==> config.mk <==
export PLATFORM = sky130hd
export DESIGN_NAME = rf_wb_queue
export DESIGN_NICKNAME = d
export VERILOG_FILES = /design/src/rtl/rf_wb_queue.sv
export SDC_FILE = /design/constraint.sdc
export NUM_CORES = 1
export LEC_CHECK = 0
export CORE_ASPECT_RATIO = 1.25
export CORE_MARGIN = 3
export CORE_UTILIZATION = 45
export CTS_CLUSTER_SIZE = 8
export DETAILED_ROUTE_END_ITERATION = 16
export PLACE_DENSITY_LB_ADDON = 0.25
export SLEW_MARGIN = 20
export SYNTH_ARGS = -nofsm -noshare
export SYNTH_HDL_FRONTEND = slang
export SYNTH_SLANG_ARGS = --single-unit
==> constraint.sdc <==
create_clock -name clk -period 16.4 [get_ports clk]
set_input_delay 3.28 -clock clk [delete_from_list [all_inputs] [get_ports clk]]
set_output_delay 3.28 -clock clk [all_outputs]
set_load 0.01 [all_outputs]
==> src/rtl/rf_wb_queue.sv <==
// rtl/rf_wb_queue.sv - in-order writeback queue merging ALU (A) and long-latency (B) producers into the RF write port
// Forwarding lookup is built only when RF_WBQ_FWD_EN is defined; otherwise fwd outputs are tied to zero.
module rf_wb_queue #(
    parameter int DEPTH   = 4,
    parameter int XLEN    = 32,
    parameter int RFIDX_W = 5
) (
    input  logic                       clk,
    input  logic                       reset,
    input  logic                       a_valid,
    output logic                       a_ready,
    input  logic [RFIDX_W-1:0]         a_wa,
    input  logic [XLEN-1:0]            a_wd,
    input  logic                       b_valid,
    output logic                       b_ready,
    input  logic [RFIDX_W-1:0]         b_wa,
    input  logic [XLEN-1:0]            b_wd,
    output logic                       we3,
    output logic [RFIDX_W-1:0]         wa3,
    output logic [XLEN-1:0]            wd3,
    input  logic [RFIDX_W-1:0]         ra1,
    input  logic [RFIDX_W-1:0]         ra2,
    output logic                       fwd1_hit,
    output logic [XLEN-1:0]            fwd1_data,
    output logic                       fwd2_hit,
    output logic [XLEN-1:0]            fwd2_data,
    output logic [$clog2(DEPTH):0]     pending
);
    localparam int PTR_W = $clog2(DEPTH);
    localparam int CNT_W = PTR_W + 1;

    logic [RFIDX_W-1:0] r_wa [DEPTH];
    logic [XLEN-1:0]    r_wd [DEPTH];
    logic [PTR_W-1:0]   r_rd_ptr;
    logic [PTR_W-1:0]   r_wr_ptr;
    logic [CNT_W-1:0]   r_count;

    logic               w_nonempty;
    logic [CNT_W-1:0]   w_free;
    logic               w_a_push;
    logic               w_b_push;
    logic [PTR_W-1:0]   w_b_ptr;

    assign w_nonempty = (r_count != '0);
    // The head always drains this cycle, so its slot counts as free for incoming pushes.
    assign w_free  = CNT_W'(DEPTH) - r_count + CNT_W'(w_nonempty);
    assign a_ready = (w_free >= CNT_W'(1));
    assign b_ready = (w_free >= CNT_W'(2)) | ((w_free >= CNT_W'(1)) & ~(a_valid & a_ready));

    // x0 writes complete the handshake but are never stored.
    assign w_a_push = a_valid & a_ready & (a_wa != '0);
    assign w_b_push = b_valid & b_ready & (b_wa != '0);
    assign w_b_ptr  = w_a_push ? r_wr_ptr + PTR_W'(1) : r_wr_ptr;

    always_ff @(posedge clk or posedge reset) begin
        if (reset) begin
            r_rd_ptr <= '0;
            r_wr_ptr <= '0;
            r_count  <= '0;
            for (int i = 0; i < DEPTH; i++) begin
                r_wa[i] <= '0;
                r_wd[i] <= '0;
            end
        end else begin
            if (w_nonempty) begin
                r_rd_ptr <= r_rd_ptr + PTR_W'(1);
            end
            if (w_a_push) begin
                r_wa[r_wr_ptr] <= a_wa;
                r_wd[r_wr_ptr] <= a_wd;
            end
            if (w_b_push) begin
                r_wa[w_b_ptr] <= b_wa;
                r_wd[w_b_ptr] <= b_wd;
            end
            r_wr_ptr <= r_wr_ptr + PTR_W'(w_a_push) + PTR_W'(w_b_push);
            r_count  <= r_count + CNT_W'(w_a_push) + CNT_W'(w_b_push) - CNT_W'(w_nonempty);
        end
    end

    assign we3     = w_nonempty;
    assign wa3     = w_nonempty ? r_wa[r_rd_ptr] : '0;
    assign wd3     = w_nonempty ? r_wd[r_rd_ptr] : '0;
    assign pending = r_count;

`ifdef RF_WBQ_FWD_EN
    // Walk from oldest to youngest so the last match seen is the youngest.
    always_comb begin
        logic [PTR_W-1:0] v_idx;
        fwd1_hit  = 1'b0;
        fwd1_data = '0;
        fwd2_hit  = 1'b0;
        fwd2_data = '0;
        v_idx     = '0;
        for (int i = 0; i < DEPTH; i++) begin
            v_idx = r_rd_ptr + PTR_W'(i);
            if (CNT_W'(i) < r_count) begin
                if ((ra1 != '0) && (r_wa[v_idx] == ra1)) begin
                    fwd1_hit  = 1'b1;
                    fwd1_data = r_wd[v_idx];
                end
                if ((ra2 != '0) && (r_wa[v_idx] == ra2)) begin
                    fwd2_hit  = 1'b1;
                    fwd2_data = r_wd[v_idx];
                end
            end
        end
    end
`else
    logic w_unused_ra;
    assign w_unused_ra = ^{ra1, ra2};
    assign fwd1_hit    = 1'b0;
    assign fwd1_data   = '0;
    assign fwd2_hit    = 1'b0;
    assign fwd2_data   = '0;
`endif
endmodule

; Word-level counts from Yosys, hierarchy flattened
; Index checks and enable logic that the tools add are counted.
; Widths: inputs -> output; s select.
[totals]
out_inout_bits = 109
in_bits = 88
reg_bits = 155
word_cells = 67
[op_classes]
n_addsub = 9
magnitude_cmp = 7
muxes = 25
reduce_logical = 5
bitwise_logic = 10
[ops]
columns = op, count
row1 = $bwmux 128, 2
row2 = $mux 128, 2
row3 = $mux 32, 5
row4 = $demux 32 s2, 2
row5 = $bmux 32 s2, 1
row6 = $bwmux 20, 2
row7 = $mux 20, 2
row8 = $mux 5, 5
row9 = $demux 5 s2, 2
row10 = $bmux 5 s2, 1
row11 = $reduce_bool 5->1, 2
row12 = $add 3x1->3, 3
row13 = $ge 3x3->1 const B, 3
row14 = $not 2->3, 3
row15 = $lt 3x1->1 const B, 2
row16 = $and 1x1->1, 5
row17 = $add 2x1->2, 2
row18 = $add 2x1->2 const B, 2
row19 = $ge 3x1->1 const B, 1
row20 = $ge 3x2->1 const B, 1
row21 = $reduce_bool 3->1, 1
row22 = $sub 3x1->3, 1
row23 = $sub 3x3->3 const A, 1
row24 = $logic_and 1x1->1, 2
row25 = 3 further kinds, 3

; Longest topological paths before layout
; Gate-level depths: netlist of run 1.
[depth]
ltp_word = 13
mapped_depth = 16
ltp_nobuf = 15

; Least setup slack after synthesis of run 1
; Ideal clock, no wire load.
[synth_path]
path_kind = input-to-output
start = in a_valid
end = out b_ready
t_arrival_ns = 3.793
t_required_ns = 13.120
path_buffers = 0
stages = 3
setup_slack_ns = 9.327
cell_sequence = nor2_1 nor3_2 inv_1
[synth_between]
elab_chain_len = 4
[synth_lines]
columns = element, line
row1 = start: declaration, 10  ; input logic a_valid,
row2 = $and 1x1->1, 48  ; assign b_ready = (w_free >= CNT_W'(2)) | ((w_free >= CNT_W'(1)) & ~(a_valid & a_ready));
row3 = $not 1->1, 48
row4 = $and 1x1->1, 48
row5 = $or 1x1->1, 48
row6 = end: declaration, 15  ; output logic b_ready,
; Every way passes these cells.

; Final worst setup path of run 1
; Ends and elaborated chain as after synthesis.

==> results of run 1 <==
-- cell families after synthesis --
kind of cell               count (synthesis)  share of synthesized area, %
muxes                                    337                          45.3
DFF                                      155                          39.5
buffers and inverters                    115                          8.59
and+or+nand+nor                           60                          3.81
adders and majority gates                 10                          1.50
AOI/OAI and AO/OA                          7                         0.625
xor gates and xnor gates                   6                         0.612
other                                      1                        0.0382
-- state kept, by name, indices dropped and copies added (netlist names) --
signal    count
r_wd        128
r_rd_ptr      2
r_wa         20
r_wr_ptr      2
pending       3
-- worst register-to-register path, cell delays in order, from the launching register on --
cell and delay (ns):
dfrtp_1 0.44, or3_1 0.38, buf_4 0.31, inv_1 0.19, ha_1 0.16, inv_1 0.04
ha_1 0.20, xor2_2 0.31, nor2_1 0.14, a21oi_4 0.41, mux2i_4 0.86, buf_4 0.53
mux2_2 0.39
-- placed cells by master (no fill, tap or decap), types with 4 or more instances in the layout --
cell type | Yosys | routed
mux2_4 | 50 | 50
mux2_2 | 246 | 246
buf_4 | 71 | 13
clkbuf_16 | 0 | 17
clkinv_2 | 0 | 4
and2_1 | 37 | 37
xnor2_1 | 4 | 4
conb_1 | 1 | 66
mux4_2 | 37 | 37
dfrtp_1 | 155 | 153
mux2i_4 | 4 | 4
clkdlybuf4s50_1 | 0 | 120
o21ai_0 | 4 | 4
nor4_1 | 6 | 6
clkinvlp_4 | 0 | 4
inv_1 | 13 | 12
ha_1 | 7 | 7
nor2_4 | 0 | 4
-- layout make-up --
type | instances | share of cell area [%]
timing repair buffer | 133 | 11.3
clock inverter | 12 | 1.29
clock buffer | 20 | 3.79
multi-input combinational | 486 | 46.5
inverter | 13 | 0.467
tap | 274 | 2.98
sequential | 155 | 33.7
-- stage by stage --
stage	worst slack [ns]	area [sq um]	util (%)
final	8.17	11500	54.6
after global routing	8.05	11500	54.6
after CTS	8.15	11500	54.6
after detailed placement	8.14	10900	51.8
after global placement	8.18	10900	51.8
after floorplan	8.94	10100	-
-- how the worst max path moves through the flow --
stage / from / to / slack, ns
CTS: a_valid / b_ready / 8.15
global placement: a_valid / b_ready / 8.18
detailed placement: a_valid / b_ready / 8.14
global route: a_valid / b_ready / 8.05
floorplan: reset / pending[0]$_DFF_PP0_ / 8.94
finish: a_valid / b_ready / 8.17
-- routing by layer --
layer	GRT usage (%)	routed length, um	up-vias
met5	0	13	-
met4	5.54	348	2
met3	3.30	814	28
met2	36.2	12500	147
met1	25.1	9750	3075
li1	-	-	2606
-- report_power, final --
group	switching, uW	internal (uW)
registers	131	591
clock network	157	238
logic	569	939
==> metrics list, run 1 <==
- TritonCTS built the clock tree.
- For this run, the leading register cell type out of synthesis is dfrtp_1.
- Measured in cells, the most critical reg-to-reg path has a length of 12.
- Post-synth EDFFs: 0
- The total count of hold-check failures in the final report is 0.
* Count of nets after finishing: 904
- Launching element type of the critical path: primary input
- Setup TNS: 0 ns
- Wire length of the first global-routing pass: 37.1 mm
* Critical Path Sink Type: output port
- Hold WC Path Type: reg -> reg
* FFs w/ async S/R, synth: 100%
* Register area share after synthesis: 39.5%
- Minimum hold slack: 0.576 ns
- Share of post-route cells with drive strength above 1: 48.0%
- Grouping stages by cell kind, the critical path spends the most delay in buffers and inverters.
- In this run the count of I/O pins placed on the die edge is 197.
- Port buffering added 120 buffers.
- Setup violations remaining at the end of the flow were counted as 0.
- Number of different library cells in the post-synthesis netlist: 34
* Yosys top cell area share: 39.5%
- Cell count after synthesis: 691
- Routability cong.: 0.738
* Data arrival time of the critical path: 4.95 ns
- Remaining global-route overflow: 0
- Number of instances in the placed design: 1061
- Counting both buffers and inverters, the worst setup path holds a total of 3.
* Antenna violations before repair: 1
- Routed wirelength normalized by instance count: 21.5 um
* Largest net degree at the start of global routing: 104
- Power per unit of standard cell area: 228 nW/um^2
- Clock-pin slew was measured on the worst setup and hold paths at 0.06 ns.
- Leakage power summed over all cells: 0.00483 uW
* First drt pass iteration count: 4
- Counting instances, the worst hold path has a depth of 1.
- Flip-flop and latch area: 3880 sq um
* Residual antenna-violating net count after detailed routing: 0
* Endpoint required time on the critical path: 13.12 ns
* Warnings, synthesis: 0
* Worst VDD drop: 0.000122 V
- Die height: 171 um
- Floorplan Core Area: 21100 sq um
* Final routed wirelength across all metal layers: 23.4 mm
- Inserted Clock Buffers: 17
- Summing all multi-input logic gate instances after layout gives 5360 sq um.
- Post-CTS Hold Buffers: 0
- The critical path goes through clkdlybuf4s50_1 -> nor2_1 -> nor3_2 -> inv_1 -> clkdlybuf4s50_1.
* Number of global-route vias before repair: 6595
- For this run, the top clock speed supported by timing is 121 MHz.
- Summed over all instances, the cell type with the most area after synthesis is dfrtp_1.
* WHS Endpoint: pending[2]$_DFF_PP0_
- Clk buf depth: 2
- Cell area after technology mapping: 9810 sq um
- In this run the critical register-to-register path is launched from pending[2]$_DFF_PP0_.
- Count of pins over their slew limit: 0
- Post-cts repair resize count: 0
* Starting density of the core: 46.5%
- Relative to the synthesized area, the layout overhead comes to 17.4%.
- Overall fraction of global-route tracks in use: 20.1%
* Clk_skew: 0.00565 ns
* Cell types occupying the most area after synthesis: dfrtp_1 40%, mux2_2 28%, mux4_2 8.5%, mux2_4 7.7%, buf_4 5.4%
* Number of maximum-capacitance violations: 0
- Classification of the worst setup path: in -> out
* Most frequently used cell type in the post-synthesis netlist: mux2_2
* Core Rows: 59
* Post-route non-filler standard cell count: 1093
- Number of clock sinks: 155
- Vias per Instance: 5.36
* CTS H-Tree Depth: 4
- For the pin with the worst max-slew slack, the measured transition is 0.930 ns.
- Setup repair after global routing left no endpoint under its margin.
- The critical path runs through a total of 5 cells.
- Via count: 5858
- Total Power: 2630 uW
- In this run the critical register-to-register path is captured at r_wd[111]$_DFF_PP0_.
* Ant. Diodes: 0
- Cell at the root of the clock tree: clkbuf_16
- Cell repeated most along the worst path: clkdlybuf4s50_1
- By count the netlist is led by 246 x mux2_2, 155 x dfrtp_1, 71 x buf_4.
- The flow ran to the end, and the final reports show no timing, DRC or antenna violations.
- Number of storage elements in the synthesis netlist: 155
* Biggest cell delay along the critical path: 0.54 ns
- For this block, the initial DRC count from the detailed router was 211.
- Worst slew margin relative to its limit: 36.7%
- After layout, the worst path uses 50.2% of the clock period.
- Fin crit period: 8.23 ns
- The largest individual stage delay along the critical path comes from the cell clkdlybuf4s50_1.
* Max FO, Critical Path: 10
- Die width: 138 um
- The worst register-to-register path has a setup slack of 11.93 ns.
* Latest clock arrival within the worst-skew pair: 0.41 ns
* Total die area: 23600 sq um
- Post-detailed-route DRC marker count: 0
* # fillers: 1772
- After synthesis, the mean cell area works out to 14.2 sq um.
* Postcts setup bufs: 0
- Half-perimeter wire length after detailed placement: 15.0 mm
- The startpoint identified for the worst hold timing path is pending[2]$_DFF_PP0_.
No activity file was read; power rests on OpenSTA's default activity.
==> inputs of run 2 (changes only) <==
Clock period 16.4 ns to 8.35 ns, I/O delays scaled along.
==> metrics list, run 2 (synthesized netlist as in run 1, its figures left out) <==
- Result of the run: finished clean
- The via count of the first global-routing pass is 6463 (-2.0%).
* Half-perimeter wire length after detailed placement: 14.3 mm (-4.5%)
* Power per unit of standard cell area: 445 nW/um^2 (+95%)
* Critical Path Sink Type: output port
- The flip-flop count of the largest register after layout was 128 (unchanged).
- The final standard cell count with taps included and fillers excluded is 1091 (-0.18%).
* Final routed wirelength across all metal layers: 23.1 mm (-1.3%)
- Data arrival time of the critical path: 3.47 ns (-1.48 ns)
- Hold WC Path Type: reg -> reg
- Final setup viols: 0 (unchanged)
- Worst slew margin relative to its limit: 42.0% (+5.3 points)
* Die height: 171 um (unchanged)
- Number of buffer cells added on primary ports: 120 (unchanged)
* Number of maximum-capacitance violations: 0 (unchanged)
- Max frequency: 194 MHz
* Setup repair after global routing missed its margin: false
* WHS Endpoint: pending[2]$_DFF_PP0_
* Ant. Diodes: 0 (unchanged)
- Leakage power summed over all cells: 0.00481 uW (-0.31%)
- The final-stage net count came to 903 (-0.11%).
- The number of antenna violations at the first check in global routing came to 0 (-1).
* Reg-to-reg startpoint: pending[2]$_DFF_PP0_
- The full die area was 23600 sq um (unchanged).
- Most frequent cells in the layout: 246 x mux2_2, 153 x dfrtp_1, 120 x clkdlybuf4s50_1, 66 x conb_1, 50 x mux2_4
- r_wd holds more flip-flops than any other register.
- The first-pass detailed-route iteration total came to 4 (unchanged).
- The fraction of layout instances using a drive strength above 1 came to 48.1% (+0.12 points).
- Vias per Instance: 5.36 (about the same)
- In the finished design, the share of the clock period the worst path needs comes to 61.6%.
- Residual antenna-violating net count after detailed routing: 0 (unchanged)
- The number of max-slew violations in the final report is 0 (unchanged).
* Largest net degree at the start of global routing: 88 (-15%)
* Clock slew seen by the registers of the worst setup and hold paths: 0.06 ns (about the same)
- The cell count of the worst hold path was 1 (unchanged).
- STA classifies the critical path startpoint as a register.
- Fin crit period: 5.14 ns
- Endpoint of the worst-slack reg-to-reg timing path: r_wd[0]$_DFF_PP0_
- The die extent in x was 138 um (unchanged).
- The worst vdd rail ir drop came to 0.000355 V (+190%).
- The critical path required time was 6.68 ns (-6.44 ns).
- Latest clock arrival within the worst-skew pair: 0.42 ns (about the same)
- The number of top-level pins is 197 (unchanged).
- Number of clock sinks: 155 (unchanged)
* Overall fraction of global-route tracks in use: 19.7% (-0.32 points)
- Post-detailed-route DRC marker count: 0 (unchanged)
- Inserted Clock Buffers: 17 (unchanged)
- The initial DRC count came to 229 (+8.5%).
* Clock tree from TritonCTS: built
- The worst hold path begins at pending[2]$_DFF_PP0_.
- Starting density of the core: 46.5% (unchanged)
- The number of placed instances with taps included came to 1060 (-0.094%).
* Postcts setup bufs: 0 (unchanged)
- Cell at the root of the clock tree: clkbuf_16
- Clk_skew: 0.00538 ns (-0.000272 ns)
* Wire length of the first global-routing pass: 36.3 mm (-2.1%)
* Core Rows: 59 (unchanged)
- The worst setup path is of the reg -> out kind.
* CTS H-Tree Depth: 4 (unchanged)
- Commonest non-fill, non-tap cell in the layout: mux2_2
- Routability cong.: 0.754 (+2.2%)
* Routed wirelength normalized by instance count: 21.2 um (-1.2%)
- The register-to-register setup slack was 3.87 ns (-8.06 ns).
- The final setup TNS was 0 ns (unchanged).
* Floorplan Core Area: 21100 sq um (unchanged)
* Number of cell instances on the worst register-to-register path: 12 (unchanged)
- The overflow left after global routing is 0 (unchanged).
* Max FO, Critical Path: 41 (+31)
- The total count of hold-check failures in the final report is 0 (unchanged).
* Via count: 5844 (-0.24%)
- Clk buf depth: 2 (unchanged)
- The transition time at the pin with the least slew margin is 0.852 ns (-0.0775 ns).
* Area added between synthesis and finish: 17.0%
* Post-CTS Hold Buffers: 0 (unchanged)
* Post-cts repair resize count: 0 (unchanged)
run 2: cell types whose count changed in the layout (fill, tap and decap cells not counted):
cell	before	now
buf_4	13	11
buf_6	0	1
bufinv_16	3	1
clkbuf_1	3	1
clkbuf_8	0	2
clkinv_4	1	2
run 2: metal layers:
metal  routed length, um  global-route usage [%]  vias to the layer above
met2               11900                    33.9                      164
met3                 900                    4.08                       24
li1                    -                       -                     2607
met4                 318                    5.54                        0
met1               10000                    25.5                     3049
met5                   0                       0                        -
run 2: worst max-delay path: stages, from the launching register on:
cell,delay (ns)
dfrtp_1,0.44
or3_1,0.38
buf_4,0.30
inv_1,0.19
ha_1,0.17
inv_1,0.04
ha_1,0.20
xor2_2,0.22
nor3_2,0.51
inv_1,0.09
clkdlybuf4s50_1,0.50
run 2: how the worst max path moves through the flow:
stage | from | end | slack [ns] | cells past startpoint
floorplan | reset | pending[0]$_DFF_PP0_ | 2.50 | 1
global placement | a_wa[1] | r_wd[1]$_DFF_PP0_ | 3.24 | 7
global route | pending[2]$_DFF_PP0_ | b_ready | 3.02 | 10
CTS | pending[2]$_DFF_PP0_ | b_ready | 3.18 | 10
detailed placement | b_wa[0] | r_wd[0]$_DFF_PP0_ | 3.22 | 7
finish | pending[2]$_DFF_PP0_ | b_ready | 3.21 | 10
run 2: cell type report:
cell class / count / area, sq um
Sequential cell: 155 / 3880
Tap cell: 274 / 343
Multi-Input combinational cell: 486 / 5360
Clock inverter: 11 / 97.6
Clock buffer: 20 / 457
Inverter: 13 / 53.8
Timing Repair Buffer: 132 / 1290
Fill cell: 1759 / 9630
run 2: through the flow:
stage | hold WS (ns) | worst slack, ns | power (uW) | utilization (%) | cell area (sq um)
after floorplan | 0.520 | 2.50 | 3550 | - | 10100
after global placement | 0.550 | 3.24 | 4290 | 51.7 | 10900
after detailed placement | 0.570 | 3.22 | 4410 | 51.7 | 10900
after CTS | 0.576 | 3.18 | 5160 | 54.4 | 11500
after global routing | 0.605 | 3.02 | 5430 | 54.4 | 11500
final | 0.584 | 3.21 | 5110 | 54.4 | 11500
run 2: report_power, final:
part           switching (uW)  leakage [uW]  internal (uW)
clock network             308      0.000264            423
registers                 242       0.00182           1160
logic                    1130       0.00273           1840
total                    1680       0.00481           3420
==> inputs of run 3 (changes only) <==
Clock period 8.35 ns to 4.7 ns, I/O delays scaled along.
==> metrics list, run 3 (synthesized netlist as in run 1, its figures left out) <==
- Result of the run: finished clean
- The total routing usage reported by global routing was 19.7% (about the same).
* Count of pins over their slew limit: 0 (unchanged)
* Register-to-register path setup slack: 0.95 ns (-2.92 ns)
- The setup path with the least slack is of type reg -> out.
- Commonest non-fill, non-tap cell in the layout: mux2_2
- The number of nets still failing antenna checks after routing came to 0 (unchanged).
- Floorplan Core Area: 21100 sq um (unchanged)
- Post-CTS Hold Buffers: 0 (unchanged)
* Most frequent cells in the layout: 246 x mux2_2, 153 x dfrtp_1, 120 x clkdlybuf4s50_1, 66 x conb_1, 50 x mux2_4
- The leakage power was 0.00484 uW (+0.59%).
- The areal power density over the cells was 788 nW/um^2 (+77%).
* Share of post-route cells with drive strength above 1: 48.4% (+0.26 points)
* Launching element type of the critical path: register
- Clock tree from TritonCTS: built
- Inserted Clock Buffers: 17 (unchanged)
- The via count came to 5837 (-0.12%).
- Subtracting the final worst setup slack from the clock period gives 4.14 ns.
- Among all stages on the critical path, the largest delay is contributed by nor3_2.
- Final Util: 54.7% (+0.33 points)
- Drt first-iter violations: 196 (-14%)
- The transition time at the pin with the least slew margin came to 0.884 ns (+0.0321 ns).
- The number of antenna violations at the first check in global routing came to 1 (+1).
* Flip-flop count of the largest register after layout: 128 (unchanged)
- Crit path setup slack, layout: 0.563 ns (-2.64 ns)
- The H-tree depth came to 4 (unchanged).
- The post-cts repair resize count came to 0 (unchanged).
- In this run the critical register-to-register path is captured at r_wd[35]$_DFF_PP0_.
- Die width: 138 um (unchanged)
* Reg-to-reg startpoint: pending[2]$_DFF_PP0_
* # fillers: 1779 (+1.1%)
* Half-perimeter wire length after detailed placement: 14.9 mm (+4.0%)
* Hold WC Path Type: reg -> reg
- Vias per Instance: 5.31 (-0.85%)
- Count of nets after finishing: 908 (+0.55%)
- The number of top-level pins is 197 (unchanged).
- Count of final hold-check violations: 0 (unchanged)
* Setup TNS: 0 ns (unchanged)
- Clk_skew: 0.00707 ns (+0.00169 ns)
* Postcts setup bufs: 0 (unchanged)
- The clock transition time at the flip-flop clock pins of the worst setup and hold paths was 0.06 ns (about the same).
- Clk buf depth: 2 (unchanged)
- Final setup viols: 0 (unchanged)
* Routability cong.: 0.764 (+1.3%)
* Number of cell instances on the worst register-to-register path: 11 (-1)
* Worst slew margin relative to its limit: 41.0% (-0.93 points)
- Area added between synthesis and finish: 17.7%
* Max frequency: 242 MHz
- Die height: 171 um (unchanged)
- Post-detailed-route DRC marker count: 0 (unchanged)
- Minimum hold slack: 0.586 ns (+0.00209 ns)
* WHS Endpoint: pending[2]$_DFF_PP0_
* Setup repair after global routing missed its margin: false
* Final worst-path cycle share: 88.0%
* Endpoint required time on the critical path: 3.76 ns (-2.92 ns)
- Latest clock arrival within the worst-skew pair: 0.42 ns (about the same)
- The detail-routed net length per standard cell was 21.1 um (-0.61%).
- Startpoint of the most critical hold path: pending[2]$_DFF_PP0_
- The total of max-cap violations came to 0 (unchanged).
* Hold-critical path depth: 1 (unchanged)
- The critical path goes through or3_2 -> inv_1 -> ha_1 -> inv_1 -> ha_1 -> xor2_2 -> nor3_2 -> inv_1 -> clkdlybuf4s50_1.
* Critical Path Sink Type: output port
* Remaining global-route overflow: 0 (unchanged)
- Wire length of the first global-routing pass: 36.5 mm (+0.49%)
- The worst vdd rail ir drop is 0.000501 V (+41%).
- The via count of the first global-routing pass came to 6479 (+0.25%).
- The largest net degree at the start of global routing was 80 (-9.1%).
* Number of clock sinks: 155 (unchanged)
* Cell at the root of the clock tree: clkbuf_16
- The initial core utilization was 46.5% (unchanged).
- Core Rows: 59 (unchanged)
- Cell repeated most along the worst path: inv_1
- Biggest cell delay along the critical path: 0.52 ns (about the same)
* Final routed wirelength across all metal layers: 23.2 mm (+0.12%)
* Pre-CTS setup slack: 0.732 ns (-2.49 ns)
- The full die area is 23600 sq um (unchanged).
* First drt pass iteration count: 5 (+1)
* Data arrival time of the critical path: 3.20 ns (-0.27 ns)
* Max FO, Critical Path: 10 (-76%)
- The count of buffers from port buffering came to 120 (unchanged).
- Largest reg by FF count: r_wd
==> run 3: stage by stage <==
| stage | power (uW) | std cells | area, sq um |
|---|---|---|---|
| 6_report | 9100 | 1099 | 11600 |
| 3_3_place_gp | 7630 | 1064 | 11000 |
| 3_5_place_dp | 7860 | 1064 | 11000 |
| 5_1_grt | 9660 | 1098 | 11500 |
| 4_1_cts | 9200 | 1096 | 11500 |
| 2_1_floorplan | 6310 | 756 | 10100 |
==> run 3: worst max-delay path by stage <==
stage                                     from              endpoint  slack [ns]
final                     pending[2]$_DFF_PP0_               b_ready        0.56
after global routing      pending[2]$_DFF_PP0_               b_ready        0.34
after CTS                 pending[2]$_DFF_PP0_               b_ready        0.52
after detailed placement               a_wa[1]  pending[2]$_DFF_PP0_        0.73
after global placement                 a_wa[1]  pending[2]$_DFF_PP0_        0.77
after floorplan           pending[2]$_DFF_PP0_  pending[2]$_DFF_PP0_        1.05
==> run 3: layout make-up <==
cell class              instances  area [sq um]  share of cell area [%]
multi-input cells             486          5360                    46.4
flip-flops and latches        155          3880                    33.6
repair buffers                137          1350                    11.7
clock buffers                  22           464                    4.02
well taps                     274           343                    2.97
clock inverters                10          93.8                   0.812
inverters                      13          52.6                   0.455
diodes                          2          5.00                  0.0433
==> run 3: worst max-delay path: cells and delay by family, from the launching register on <==
family | cells | cell delay (ns)
buffers and inverters | 4 | 0.75
DFF | 1 | 0.44
adders and majority gates | 2 | 0.35
xor gates and xnor gates | 1 | 0.21
and+or+nand+nor | 2 | 1.03
==> run 3: metal layers <==
layer	vias to the layer above	part of all wire (%)	track usage [%]
met5	-	0	0
met4	0	1.2	5.37
met3	21	4.4	4.17
met2	172	52	34.4
met1	3030	43	25.1
li1	2614	-	-
==> run 3: report_power, final <==
part	total, uW	internal [uW]	switching [uW]
clock	1310	757	554
sequential	2590	2060	524
combinational	5200	3290	1910
total	9100	6110	2990
